$ cat config.mk
export PLATFORM = sky130hd
export DESIGN_NAME = button_conditioner
export DESIGN_NICKNAME = d
export VERILOG_FILES = /design/src/rtl/button_conditioner.sv
export SDC_FILE = /design/constraint.sdc
export NUM_CORES = 1
export LEC_CHECK = 0
export ABC_AREA = 1
export CORE_MARGIN = 2
export CORE_UTILIZATION = 52
export CTS_CLUSTER_SIZE = 28
export DETAILED_ROUTE_END_ITERATION = 6
export PLACE_DENSITY = 0.77
export SLEW_MARGIN = 20
export SYNTH_ARGS = -nofsm -noshare
export SYNTH_HDL_FRONTEND = slang
export SYNTH_SLANG_ARGS = --single-unit
$ cat constraint.sdc
create_clock -name CLK100MHZ -period 2.1 [get_ports CLK100MHZ]
set_input_delay 0.315 -clock CLK100MHZ [delete_from_list [all_inputs] [get_ports CLK100MHZ]]
set_output_delay 0.315 -clock CLK100MHZ [all_outputs]
set_load 0.01 [all_outputs]
$ cat src/rtl/button_conditioner.sv
// rtl/button_conditioner.sv - synchronise, debounce, strobe and auto-repeat push-buttons
module button_conditioner #(
  parameter int               N_BTN             = 5,
  parameter int               DB_CYCLES         = 1_000_000,
  parameter int               RPT_DELAY_CYCLES  = 50_000_000,
  parameter int               RPT_PERIOD_CYCLES = 10_000_000,
  parameter logic [N_BTN-1:0] REPEAT_MASK       = 5'b00011
) (
  input  logic             CLK100MHZ,
  input  logic             CPU_RESETN,
  input  logic [N_BTN-1:0] btn_raw,
  output logic [N_BTN-1:0] btn_level,
  output logic [N_BTN-1:0] btn_press,
  output logic [N_BTN-1:0] btn_release
);

  localparam int CNT_MAX_A = (DB_CYCLES > RPT_DELAY_CYCLES) ? DB_CYCLES : RPT_DELAY_CYCLES;
  localparam int CNT_MAX   = (CNT_MAX_A > RPT_PERIOD_CYCLES) ? CNT_MAX_A : RPT_PERIOD_CYCLES;
  localparam int CW        = $clog2(CNT_MAX);

  localparam logic [CW-1:0] DB_LAST  = CW'(DB_CYCLES - 1);
  localparam logic [CW-1:0] DLY_LAST = CW'(RPT_DELAY_CYCLES - 1);
  localparam logic [CW-1:0] PER_LAST = CW'(RPT_PERIOD_CYCLES - 1);
  localparam logic [CW-1:0] CNT_SAT  = '1;
  localparam logic [CW-1:0] ONE      = CW'(1);

  typedef enum logic [2:0] {
    IDLE,
    PRESS_WAIT,
    HELD,
    REPEAT,
    RELEASE_WAIT
  } state_t;

  logic [N_BTN-1:0] sync_meta;
  logic [N_BTN-1:0] s;

  always_ff @(posedge CLK100MHZ or negedge CPU_RESETN) begin
    if (!CPU_RESETN) begin
      sync_meta <= '0;
      s         <= '0;
    end else begin
      sync_meta <= btn_raw;
      s         <= sync_meta;
    end
  end

  for (genvar i = 0; i < N_BTN; i++) begin : g_btn
    state_t        state;
    logic [CW-1:0] cnt;
    logic          level_q;
    logic          press_q;
    logic          release_q;

    // Strobes default low each cycle so every pulse lasts exactly one clock.
    always_ff @(posedge CLK100MHZ or negedge CPU_RESETN) begin
      if (!CPU_RESETN) begin
        state     <= IDLE;
        cnt       <= '0;
        level_q   <= 1'b0;
        press_q   <= 1'b0;
        release_q <= 1'b0;
      end else begin
        press_q   <= 1'b0;
        release_q <= 1'b0;
        case (state)
          IDLE: begin
            if (s[i]) begin
              state <= PRESS_WAIT;
              cnt   <= '0;
            end
          end
          PRESS_WAIT: begin
            if (!s[i]) begin
              state <= IDLE;
              cnt   <= '0;
            end else if (cnt == DB_LAST) begin
              state   <= HELD;
              cnt     <= '0;
              level_q <= 1'b1;
              press_q <= 1'b1;
            end else begin
              cnt <= cnt + ONE;
            end
          end
          HELD: begin
            if (!s[i]) begin
              state <= RELEASE_WAIT;
              cnt   <= '0;
            end else if (REPEAT_MASK[i] && cnt == DLY_LAST) begin
              state   <= REPEAT;
              cnt     <= '0;
              press_q <= 1'b1;
            end else if (cnt != CNT_SAT) begin
              cnt <= cnt + ONE;
            end
          end
          REPEAT: begin
            if (!s[i]) begin
              state <= RELEASE_WAIT;
              cnt   <= '0;
            end else if (cnt == PER_LAST) begin
              cnt     <= '0;
              press_q <= 1'b1;
            end else begin
              cnt <= cnt + ONE;
            end
          end
          RELEASE_WAIT: begin
            // A return to 1 restarts the hold, so the repeat delay runs in full again.
            if (s[i]) begin
              state <= HELD;
              cnt   <= '0;
            end else if (cnt == DB_LAST) begin
              state     <= IDLE;
              cnt       <= '0;
              level_q   <= 1'b0;
              release_q <= 1'b1;
            end else begin
              cnt <= cnt + ONE;
            end
          end
          default: begin
            state <= IDLE;
            cnt   <= '0;
          end
        endcase
      end
    end

    assign btn_level[i]   = level_q;
    assign btn_press[i]   = press_q;
    assign btn_release[i] = release_q;
  end

endmodule

==> results.sh <==
export IMPL_status="complete, but fails checks"
export IMPL_violations="DRC"
export IMPL_max_cap_violations=0
export IMPL_ir_drop_mv=0.348
export IMPL_ios=22
export IMPL_power_frac_clock=0.313
export IMPL_cts_root_buffer="clkbuf_16"
export IMPL_finalHoldViolations=0
export IMPL_finalCritPeriodShare=0.958
export IMPL_drt_iter0_drc=1207
export IMPL_synth_distinct_cells=49
export IMPL_syn_inst=1897
export IMPL_grt_busiest_layer="met2"
export IMPL_vias=12500
export IMPL_avgSynthCellArea_um2=6.44
export IMPL_layout_commonest_cell="nand2_1"
export IMPL_max_freq_mhz=497
export IMPL_initial_utilization=0.525
export IMPL_clock_tree_buffer_depth=2
export IMPL_end_kind="register"
export IMPL_grt_max_degree=59
export IMPL_power_switching_w=0.00394
export IMPL_drv_slew=0
export IMPL_cellPowerDensity_nw_per_um2=735
export IMPL_switching_share=0.377
export IMPL_arrival_ns=2.33
export IMPL_rows=56
export IMPL_hp_class="in2reg"
export IMPL_path_cells="ha_2 -> inv_1 -> nor2_4 -> nand2_2 -> nor2_4 -> nand2_2 -> nor2_4 -> nor2_2 -> nand2_4 -> nand2_2 -> nor3_1 -> nor2_1"
export IMPL_cpMaxStageDelayCell="dfrtp_1"
export IMPL_synth_seq_cells=170
export IMPL_final_util=0.610
export IMPL_drive_gt1_frac=0.119
export IMPL_grt_pass1_wl_mm=55.3
export IMPL_hpwl_mm=24.9
export IMPL_power_frac_comb=0.337
export IMPL_globalRouteOverflowTotal=0
export IMPL_worstMarginPinSlew_ns=0.480
export IMPL_areaGrowthSynthToFinish_pct=16.2
export IMPL_holdWs_ns=0.320
export IMPL_setup_viol=0
export IMPL_syn_area_um2=12200
export IMPL_fin_crit_ns=2.01
export IMPL_viasPerCell=5.40
export IMPL_mostFrequentLayoutCells="nand2_1, nor2_1, inv_1"
export IMPL_synth_fp_nets=1913
export IMPL_clk_pin_slew_worst_paths_ns=0.06
export IMPL_insertion_delay_ns=0.43
export IMPL_antenna_found_initial=0
export IMPL_async_flop_share=1.00
export IMPL_wl_per_cell_um=14.4
export IMPL_grtUsageMet1=0.378
export IMPL_crit_required_ns=2.42
export IMPL_drc=1
export IMPL_ys_flop_type="dfrtp_1"
export IMPL_relSlewSlack=0.680
export IMPL_fin_nets=2002
export IMPL_die_area_um2=24700
export IMPL_max_stage_delay_ns=0.40
export IMPL_grt_usage=0.276
export IMPL_die_height_um=157
export IMPL_place_inst=2272
export IMPL_cts_tree="yes"
export IMPL_grt_pass1_vias=11600
export IMPL_critPathLaunchType="register"
export IMPL_worstSetupPathType="reg2reg"
export IMPL_diodes=0
export IMPL_htree_num_levels=4
export IMPL_drtAntennaViolNets=0
export IMPL_use_met2=0.456
export IMPL_synth_edf_count=0
export IMPL_core_area_um2=23300
export IMPL_final_cells=2317
export IMPL_power_leakage_nw=6.64
export IMPL_drt_total_wl_mm=33.4
export IMPL_p_int_w=0.00650
export IMPL_p_seq_frac=0.350
export IMPL_use_met3=0.0405
export IMPL_fp_dieW_um=157
export IMPL_place_congestion=0.963
export IMPL_port_buffer_count=21
export IMPL_dr_pass1_iters=7
export IMPL_numCtsBuffers=17
export IMPL_fin_worst_skew_ns=0.0126
export IMPL_cts_sinks=170
export IMPL_yosysSeqAreaShare=0.348
export IMPL_total_power_w=0.0104
export IMPL_ys_warn_count=0
export IMPL_cp_max_fo=9
[state kept, by name (all words and copies together) (netlist names)]
| register | cells |
|---|---|
| g_btn.state | 15 |
| g_btn.release_q | 5 |
| g_btn.cnt | 130 |
| g_btn.level_q | 5 |
| sync_meta | 5 |
| s | 5 |
| g_btn.press_q | 5 |
[per-layer routing]
metal | up-vias | routed length [µm] | part of all wire
met3 | 52 | 1960 | 0.059
met5 | - | 0 | 0
met2 | 426 | 16000 | 0.48
met1 | 5783 | 14900 | 0.45
li1 | 6243 | - | -
met4 | 0 | 573 | 0.017
[metrics by stage]
| stage | worst slack (ns) | TNS, ns | instance area [µm²] |
|---|---|---|---|
| 6_report | 0.0888 | 0 | 14200 |
| 5_1_grt | -0.0163 | -0.0828 | 14200 |
| 4_1_cts | 0.0118 | 0 | 13800 |
| 3_5_place_dp | -0.0475 | -0.749 | 13200 |
| 3_3_place_gp | -0.0491 | -0.610 | 13200 |
| 2_1_floorplan | 0.232 | 0 | 12200 |
[power by group through the flow]
stage	combinational [W]	sequential, W	clock, W
6_report	0.00351	0.00365	0.00327
5_1_grt	0.00392	0.00368	0.00349
4_1_cts	0.00333	0.00364	0.00333
3_5_place_dp	0.00330	0.00370	0
3_3_place_gp	0.00325	0.00369	0
2_1_floorplan	0.00225	0.00367	0
[area by class of cell]
class                      instances  area [µm²]
clock buffer                      21         460
clock inverter                    10         143
fill                            2184        9070
inverter                         281        1060
multi-input combinational       1395        6750
sequential                       170        4260
tap                              319         399
timing repair buffer             121        1110
[worst paths after layout]
| check | slack, ns | depth (start not counted) | start | end |
|---|---|---|---|---|
| setup / recovery | 0.09 | 12 | g_btn[1].cnt[1] | g_btn[1].cnt[9] |
| hold / removal | 0.32 | 1 | btn_raw[2] | sync_meta[2] |
| setup reg to reg | 0.09 | 12 | g_btn[1].cnt[1] | g_btn[1].cnt[9] |
| hold reg to reg | 0.34 | 0 | sync_meta[1] | s[1] |
| max in group asynchronous | 0.99 | 3 | CPU_RESETN | g_btn[1].cnt[10] |
| min in group asynchronous | 0.39 | 2 | CPU_RESETN | g_btn[2].cnt[11] |
[repair_timing]
| action | CTS | global route |
|---|---|---|
| hold endpoints to repair | 44 | 0 |
| gates resized for setup | 2 | 79 |
| pin swaps | 0 | 14 |
| cloned | 0 | 3 |
| setup endpoints to repair | 20 | 126 |
| hold buffers | 1 | 0 |
| setup buffers | 0 | 10 |
[logic make-up (layout without fill, tap and decap cells)]
kind of cell / Yosys count / count (layout) / share of synthesized area
AOI/OAI and AO/OA: 133 / 133 / 0.0629
xor gates and xnor gates: 30 / 30 / 0.0215
adders and majority gates: 9 / 9 / 0.00922
buffers and inverters: 332 / 433 / 0.116
DFF: 170 / 170 / 0.348
muxes: 1 / 1 / 0.000819
and+or+nand+nor: 1222 / 1222 / 0.442
[cell usage after synthesis, types with 3 or more instances]
master	n	area [µm²]
nand3_1	170	851
nand4_1	101	632
o21ai_2	6	52.6
nand2_2	11	68.8
buf_4	21	158
nor3_1	61	305
a21oi_1	18	90.1
xor2_1	28	245
o21bai_1	4	30.0
o2111ai_1	3	26.3
nand3b_1	15	113
nor4_1	7	43.8
buf_1	3	11.3
nor2_2	11	68.8
dfrtp_1	170	4250
o31ai_1	5	37.5
o22ai_1	6	37.5
nor2_1	327	1230
nand2_1	503	1890
ha_1	9	113
inv_1	271	1020
buf_6	7	78.8
nor2_4	6	67.6
o21ai_0	79	395
buf_2	12	60.1
inv_2	7	26.3
clkbuf_1	7	26.3
[worst max-delay path: cells and delay by family (launching register included)]
kind                       cells  cell delay, ns
buffers and inverters          1            0.06
and+or+nand+nor               10            1.24
adders and majority gates      1            0.19
DFF                            1            0.40
(Power assumes the default switching activity.)
